<file path="config.mk">
export PLATFORM = sky130hd
export DESIGN_NAME = cp0_regfile
export DESIGN_NICKNAME = d
export VERILOG_FILES = /design/src/rtl/cp0_regfile.sv
export SDC_FILE = /design/constraint.sdc
export NUM_CORES = 1
export LEC_CHECK = 0
export ABC_AREA = 0
export ABC_CLOCK_PERIOD_IN_PS = 2700
export CAP_MARGIN = 0
export CORE_AREA = 2 2 92 94
export CTS_CLUSTER_DIAMETER = 100
export DETAILED_ROUTE_END_ITERATION = 8
export DIE_AREA = 0 0 94 96
export PLACE_DENSITY = 0.84
export SYNTH_ARGS = -nofsm -noshare
export SYNTH_HDL_FRONTEND = slang
export SYNTH_SLANG_ARGS = --single-unit
</file>
<file path="constraint.sdc">
create_clock -name clk -period 2.7 [get_ports clk]
set_input_delay 0.405 -clock clk [delete_from_list [all_inputs] [get_ports clk]]
set_output_delay 0.405 -clock clk [all_outputs]
set_load 0.05 [all_outputs]
</file>
<file path="src/rtl/cp0_regfile.sv">
// rtl/cp0_regfile.sv - CP0 register file (SR, Cause, EPC, PrID) with interrupt/exception arbitration.
// Sits in the M stage; Req flushes the pipeline and redirects fetch to the handler.
module cp0_regfile #(
  parameter logic [31:0] PRID = 32'h0000_4A38
) (
  input  logic        clk,
  input  logic        reset_n,
  input  logic [4:0]  A1,
  input  logic [4:0]  A2,
  input  logic [31:0] DIn,
  input  logic        WE,
  input  logic        EXLClr,
  input  logic [31:0] VPC,
  input  logic        BD,
  input  logic [4:0]  ExcCode,
  input  logic [5:0]  HWInt,
  output logic [31:0] DOut,
  output logic [31:0] EPCOut,
  output logic        Req
);

  localparam logic [4:0] SR_ADDR    = 5'd12;
  localparam logic [4:0] CAUSE_ADDR = 5'd13;
  localparam logic [4:0] EPC_ADDR   = 5'd14;
  localparam logic [4:0] PRID_ADDR  = 5'd15;

  logic [5:0]  im_q, im_d;
  logic        exl_q, exl_d;
  logic        ie_q, ie_d;
  logic        bd_q, bd_d;
  logic [5:0]  ip_q, ip_d;
  logic [4:0]  exc_code_q, exc_code_d;
  logic [31:0] epc_q, epc_d;

  logic        int_req;
  logic        exc_req;
  logic [31:0] victim_pc;
  logic [31:0] sr_word;
  logic [31:0] cause_word;

  assign int_req = (|(HWInt & im_q)) & ie_q & ~exl_q;
  assign exc_req = (ExcCode != 5'd0) & ~exl_q;
  assign Req     = int_req | exc_req;

  // A delay-slot victim restarts at its branch so the branch is re-executed.
  assign victim_pc = BD ? (VPC - 32'd4) : VPC;

  assign sr_word    = {16'h0, im_q, 8'h0, exl_q, ie_q};
  assign cause_word = {bd_q, 15'h0, ip_q, 3'b000, exc_code_q, 2'b00};
  assign EPCOut     = epc_q;

  always_comb begin
    DOut = 32'h0;
    case (A1)
      SR_ADDR:    DOut = sr_word;
      CAUSE_ADDR: DOut = cause_word;
      EPC_ADDR:   DOut = epc_q;
      PRID_ADDR:  DOut = PRID;
      default:    DOut = 32'h0;
    endcase
  end

  always_comb begin
    im_d       = im_q;
    exl_d      = exl_q;
    ie_d       = ie_q;
    bd_d       = bd_q;
    ip_d       = HWInt;
    exc_code_d = exc_code_q;
    epc_d      = epc_q;
    if (Req) begin
      // The victim instruction does not commit, so its MTC0/ERET effects are dropped.
      exl_d      = 1'b1;
      bd_d       = BD;
      exc_code_d = int_req ? 5'd0 : ExcCode;
      epc_d      = victim_pc & 32'hFFFF_FFFC;
    end else begin
      if (WE) begin
        case (A2)
          SR_ADDR: begin
            im_d  = DIn[15:10];
            exl_d = DIn[1];
            ie_d  = DIn[0];
          end
          EPC_ADDR: epc_d = DIn & 32'hFFFF_FFFC;
          default:  ;
        endcase
      end
      if (EXLClr) exl_d = 1'b0;
    end
  end

  always_ff @(posedge clk or negedge reset_n) begin
    if (!reset_n) begin
      im_q       <= 6'h0;
      exl_q      <= 1'b0;
      ie_q       <= 1'b0;
      bd_q       <= 1'b0;
      ip_q       <= 6'h0;
      exc_code_q <= 5'h0;
      epc_q      <= 32'h0;
    end else begin
      im_q       <= im_d;
      exl_q      <= exl_d;
      ie_q       <= ie_d;
      bd_q       <= bd_d;
      ip_q       <= ip_d;
      exc_code_q <= exc_code_d;
      epc_q      <= epc_d;
    end
  end

endmodule

</file>
# Word-level counts from Yosys, hierarchy flattened
# Index checks and enable logic that the tools add are counted.
# totals
register_bits	52
latchBits	0
ramBits	0
mem_bits_ro	0
memories	0
# op_classes
addsub	1
mul	0
div	0
order_cmp	0
n_eq_ne	6
n_shift	0
mux	10
bitwise	7
reduce_logical	9
# op_table
cell	count
32-bit 2-to-1 mux	4
32-bit one-hot mux with 4 select lines	1
32-bit by 3-bit subtractor with 32-bit output (second input constant)	1
5-bit by 4-bit equality test with 1-bit output (second input constant)	6
6-bit bitwise AND	1
3-bit nonzero test	2
6-bit OR reduction	1
5-bit 2-to-1 mux	1
5-bit nonzero test	1
1-bit 2-to-1 mux	4
2-bit AND reduction	2
2-bit nonzero test	2
1-bit bitwise AND	3
3-bit AND reduction	1
1-bit NOT	2
1-bit bitwise OR	1

# Depth between registers and ports, before layout
# Gate-level depths: netlist of run 1.
# depth
word_depth	7
depth_mapped	7
depth_no_buf	7

# Least setup slack after synthesis of run 1
# OpenSTA, ideal clock, no wires.
# synth_path
path_type	input -> output
from	input port A1[1]
to	output port DOut[0]
arrival_ns	2.501
t_required_ns	2.295
path_slack_ns	-0.206
path_stages	3
n_path_buf	2
path_cell_list	clkbuf_1 > clkbuf_1 > nor4b_1
# synth_via
elab_chain_len	2
elab_cells_between_ends	5
cone_classes	eq/ne (4); mux (1)
# synth_lines
item	line_no	text
start: declaration	8	input logic [4:0] A1,
5-bit by 4-bit equality test with 1-bit output	54	case (A1)
32-bit one-hot mux with 4 select lines (*)	54	
end: declaration	17	output logic [31:0] DOut,
# Every way passes the cells marked *; elsewhere a longest branch is shown, timed or not.

# Worst setup path in the final report of run 1
# layout_path
from	input port A1[0]
to	output port DOut[30]
# The elaborated chain is that of the path after synthesis.

==> flow_summary.yaml, run 1 <==
die:
  die_w_um: 94
  die_y_um: 96
  die_area_um2: 9020
  initial_utilization_pct: 40.0
  rows: 33
  fp.coreArea_um2: 8050
  io-pin-count: 155
flow_run:
  cap_violations: 0
drt:
  wire_per_inst_um: 16.8
  routed_wl_mm: 10.2
  vias: 3207
  drt_iter0_drc: 125
  via_per_inst: 5.28
  ant_nets: 0
  dr.pass1.iters: 6
  drc: 0
setup_path:
  cp-start-kind: "primary input"
  crit_arrival_ns: 2.02
  cp-end-kind: "output pin"
  crit_path_max_fanout: 17
  required_ns: 2.30
  crit_type: "in2out"
clocking:
  cts_tree: "yes"
  post_cts_buffers: 0
  cts_buffer_depth: 2
  root_buffer: "clkbuf_8"
  clk_latency_ns: 0.30
  cts-buffers-inserted: 5
  clkTransAtPathRegs_ns: 0.09
  cts-hold-fix-buffers: 0
  cts_sinks: 50
  cts_resized: 0
  cts.htree.levels: 2
hold_path:
  hold_class: "in2async"
synthesis:
  avgSynthCellArea_um2: 9.30
  netlist_instances: 346
  ys_ff_latch: 50
  ys_seq_area_share_pct: 38.9
  async_reset_ff_share_pct: 100
  ys_warn_count: 0
  synth-edff-count: 0
  synth_cell_type_count: 47
  syn_area_um2: 3220
  yosys_most_used_dff: "dfrtp_1"
placed_design:
  hpwl_mm: 8.17
  port_buffers: 150
  gp_congestion: 0.880
  pre_cts_ws_ns: 0.133
timing:
  final.setup_skew_ns: 0.00995
  tns_ns: 0
  slew_viol_final: 0
  grt_setup_unrepaired: "false"
  finalHoldViolations: 0
  setup_viol: 0
  slew_headroom_pct: 59.8
  period_needed_ns: 2.42
  fin_ws_ns: 0.280
  fmax_mhz: 413
  tightestPinTransition_ns: 0.603
  post-route-period-util_pct: 89.6
global_routing:
  track_usage_pct: 22.2
  antenna_found_initial: 0
  grt_pass1_wl_mm: 15.7
  grt_start_max_net_pins: 53
  grt_pass1_vias: 3273
  grt_remaining_overflow: 0
layout:
  fin_nets: 593
  final_cell_mix: "clkdlybuf4s50_1, dfrtp_1, nor2_1, buf_12, mux2_2"
  num-fill-cells: 664
  antenna_cells: 0
  area_delta_synth_final_pct: 65.8
  final_common_cell: "clkdlybuf4s50_1"
  drive_above_1_share_pct: 19.7
pwr:
  powerDensity_nw_per_um2: 786
  leakagePower_uw: 0.00212
  peakVddDrop_v: 0.000691
outcome:
  run_status: "completed"
## stage by stage
stage	hold WS [ns]	instance area, um2	total power [uW]	util [%]	std cells
floorplan	0.109	3220	2810	-	347
global placement	0.430	5250	3700	65.2	600
detailed placement	0.437	5250	3790	65.2	600
CTS	0.101	5330	4220	66.2	607
global route	0.135	5330	4410	66.2	607
finish	0.105	5330	4190	66.2	607
## layer usage
layer / vias up / global-route usage, % / wire [um]
met5: - / 0 / 0
met4: 0 / 5.31 / 157
met3: 13 / 5.32 / 685
met2: 103 / 41.3 / 5260
met1: 1556 / 25.9 / 4090
li1: 1535 / - / -
## power by group
| part | internal, uW | switching [uW] | total [uW] |
|---|---|---|---|
| Sequential | 1060 | 245 | 1300 |
| Clock | 177 | 247 | 424 |
| Combinational | 961 | 1500 | 2460 |
| Total | 2190 | 1990 | 4190 |
## layout make-up
cell class                 count  area, um2  share of cell area, %
clock buffer                   5       68.8                   1.29
clock inverter                 2       15.0                  0.282
inverter                       7       26.3                  0.493
multi-input combinational    270       1870                   35.0
sequential                    50       1250                   23.5
tap                          105        131                   2.46
timing repair buffer         168       1970                   37.0
## path summary, 6_finish.rpt
kind | end | startpoint | depth (start not counted) | slack (ns)
worst max-delay path | DOut[30] | A1[0] | 6 | 0.28
min in group clk | bd_q | bd_q | 1 | 0.54
worst min register to register | bd_q | bd_q | 1 | 0.54
max in group asynchronous | EPCOut[13] | reset_n | 2 | 1.83
worst max register to register | im_q[5] | im_q[4] | 5 | 0.71
worst min-delay path | exc_code_q[0] | reset_n | 1 | 0.10
## synthesized netlist by cell type (all sizes together) (2+ instances only)
library cell   n  area (um2)
mux2i         13         130
nor4b          4        41.3
inv            7        26.3
clkbuf        16        60.1
or4            4        33.8
xor2          14         123
a31oi          5        37.5
nand3b         3        22.5
o31ai          3        36.3
nand4          5        31.3
dfrtp         50        1250
nor3          10        61.3
a22oi          3        22.5
or3            3        18.8
a21oi         25         125
buf            4        26.3
nor4           6        67.6
nor2          47         176
nand2         14        55.1
mux2          30         338
and2          18         113
a211oi         2        15.0
a22o           3        26.3
xnor2         10        87.6
o41ai          2        17.5
o21ai         18        90.1
nand3         11        55.1
nor2b          5        31.3
## worst max-delay path, stage by stage
cell,delay (ns)
clkdlybuf4s50_1,0.54
nor2b_1,0.23
nor2b_1,0.21
buf_4,0.25
and2_1,0.22
buf_12,0.15
## sequential cells by signal, indices dropped and copies added, names as in the netlist
name,cells
im_q,6
ie_q,1
exl_q,1
bd_q,1
EPCOut,30
exc_code_q,5
ip_q,6
## logic make-up (layout without fill, tap and decap cells)
family | count (synthesis) | count (layout) | share of synthesized area, %
simple gates | 136 | 136 | 23.8
compound gates | 64 | 64 | 12.2
flops | 50 | 50 | 38.9
mux | 43 | 43 | 14.5
buf+inv | 27 | 182 | 3.50
xor+xnor | 24 | 24 | 6.53
fa+ha+maj | 1 | 1 | 0.389
other cells | 1 | 2 | 0.117
No activity file was read; power rests on OpenSTA's default activity.
==> inputs of run 2 (changes only) <==
--- a/config.mk
+++ b/config.mk
@@ -16,3 +16,4 @@
 export SYNTH_ARGS = -nofsm -noshare
 export SYNTH_HDL_FRONTEND = slang
 export SYNTH_SLANG_ARGS = --single-unit
+export TNS_END_PERCENT = 50
==> results of run 2 <==
Final layout, timing and power as in run 1 (identical DEF).
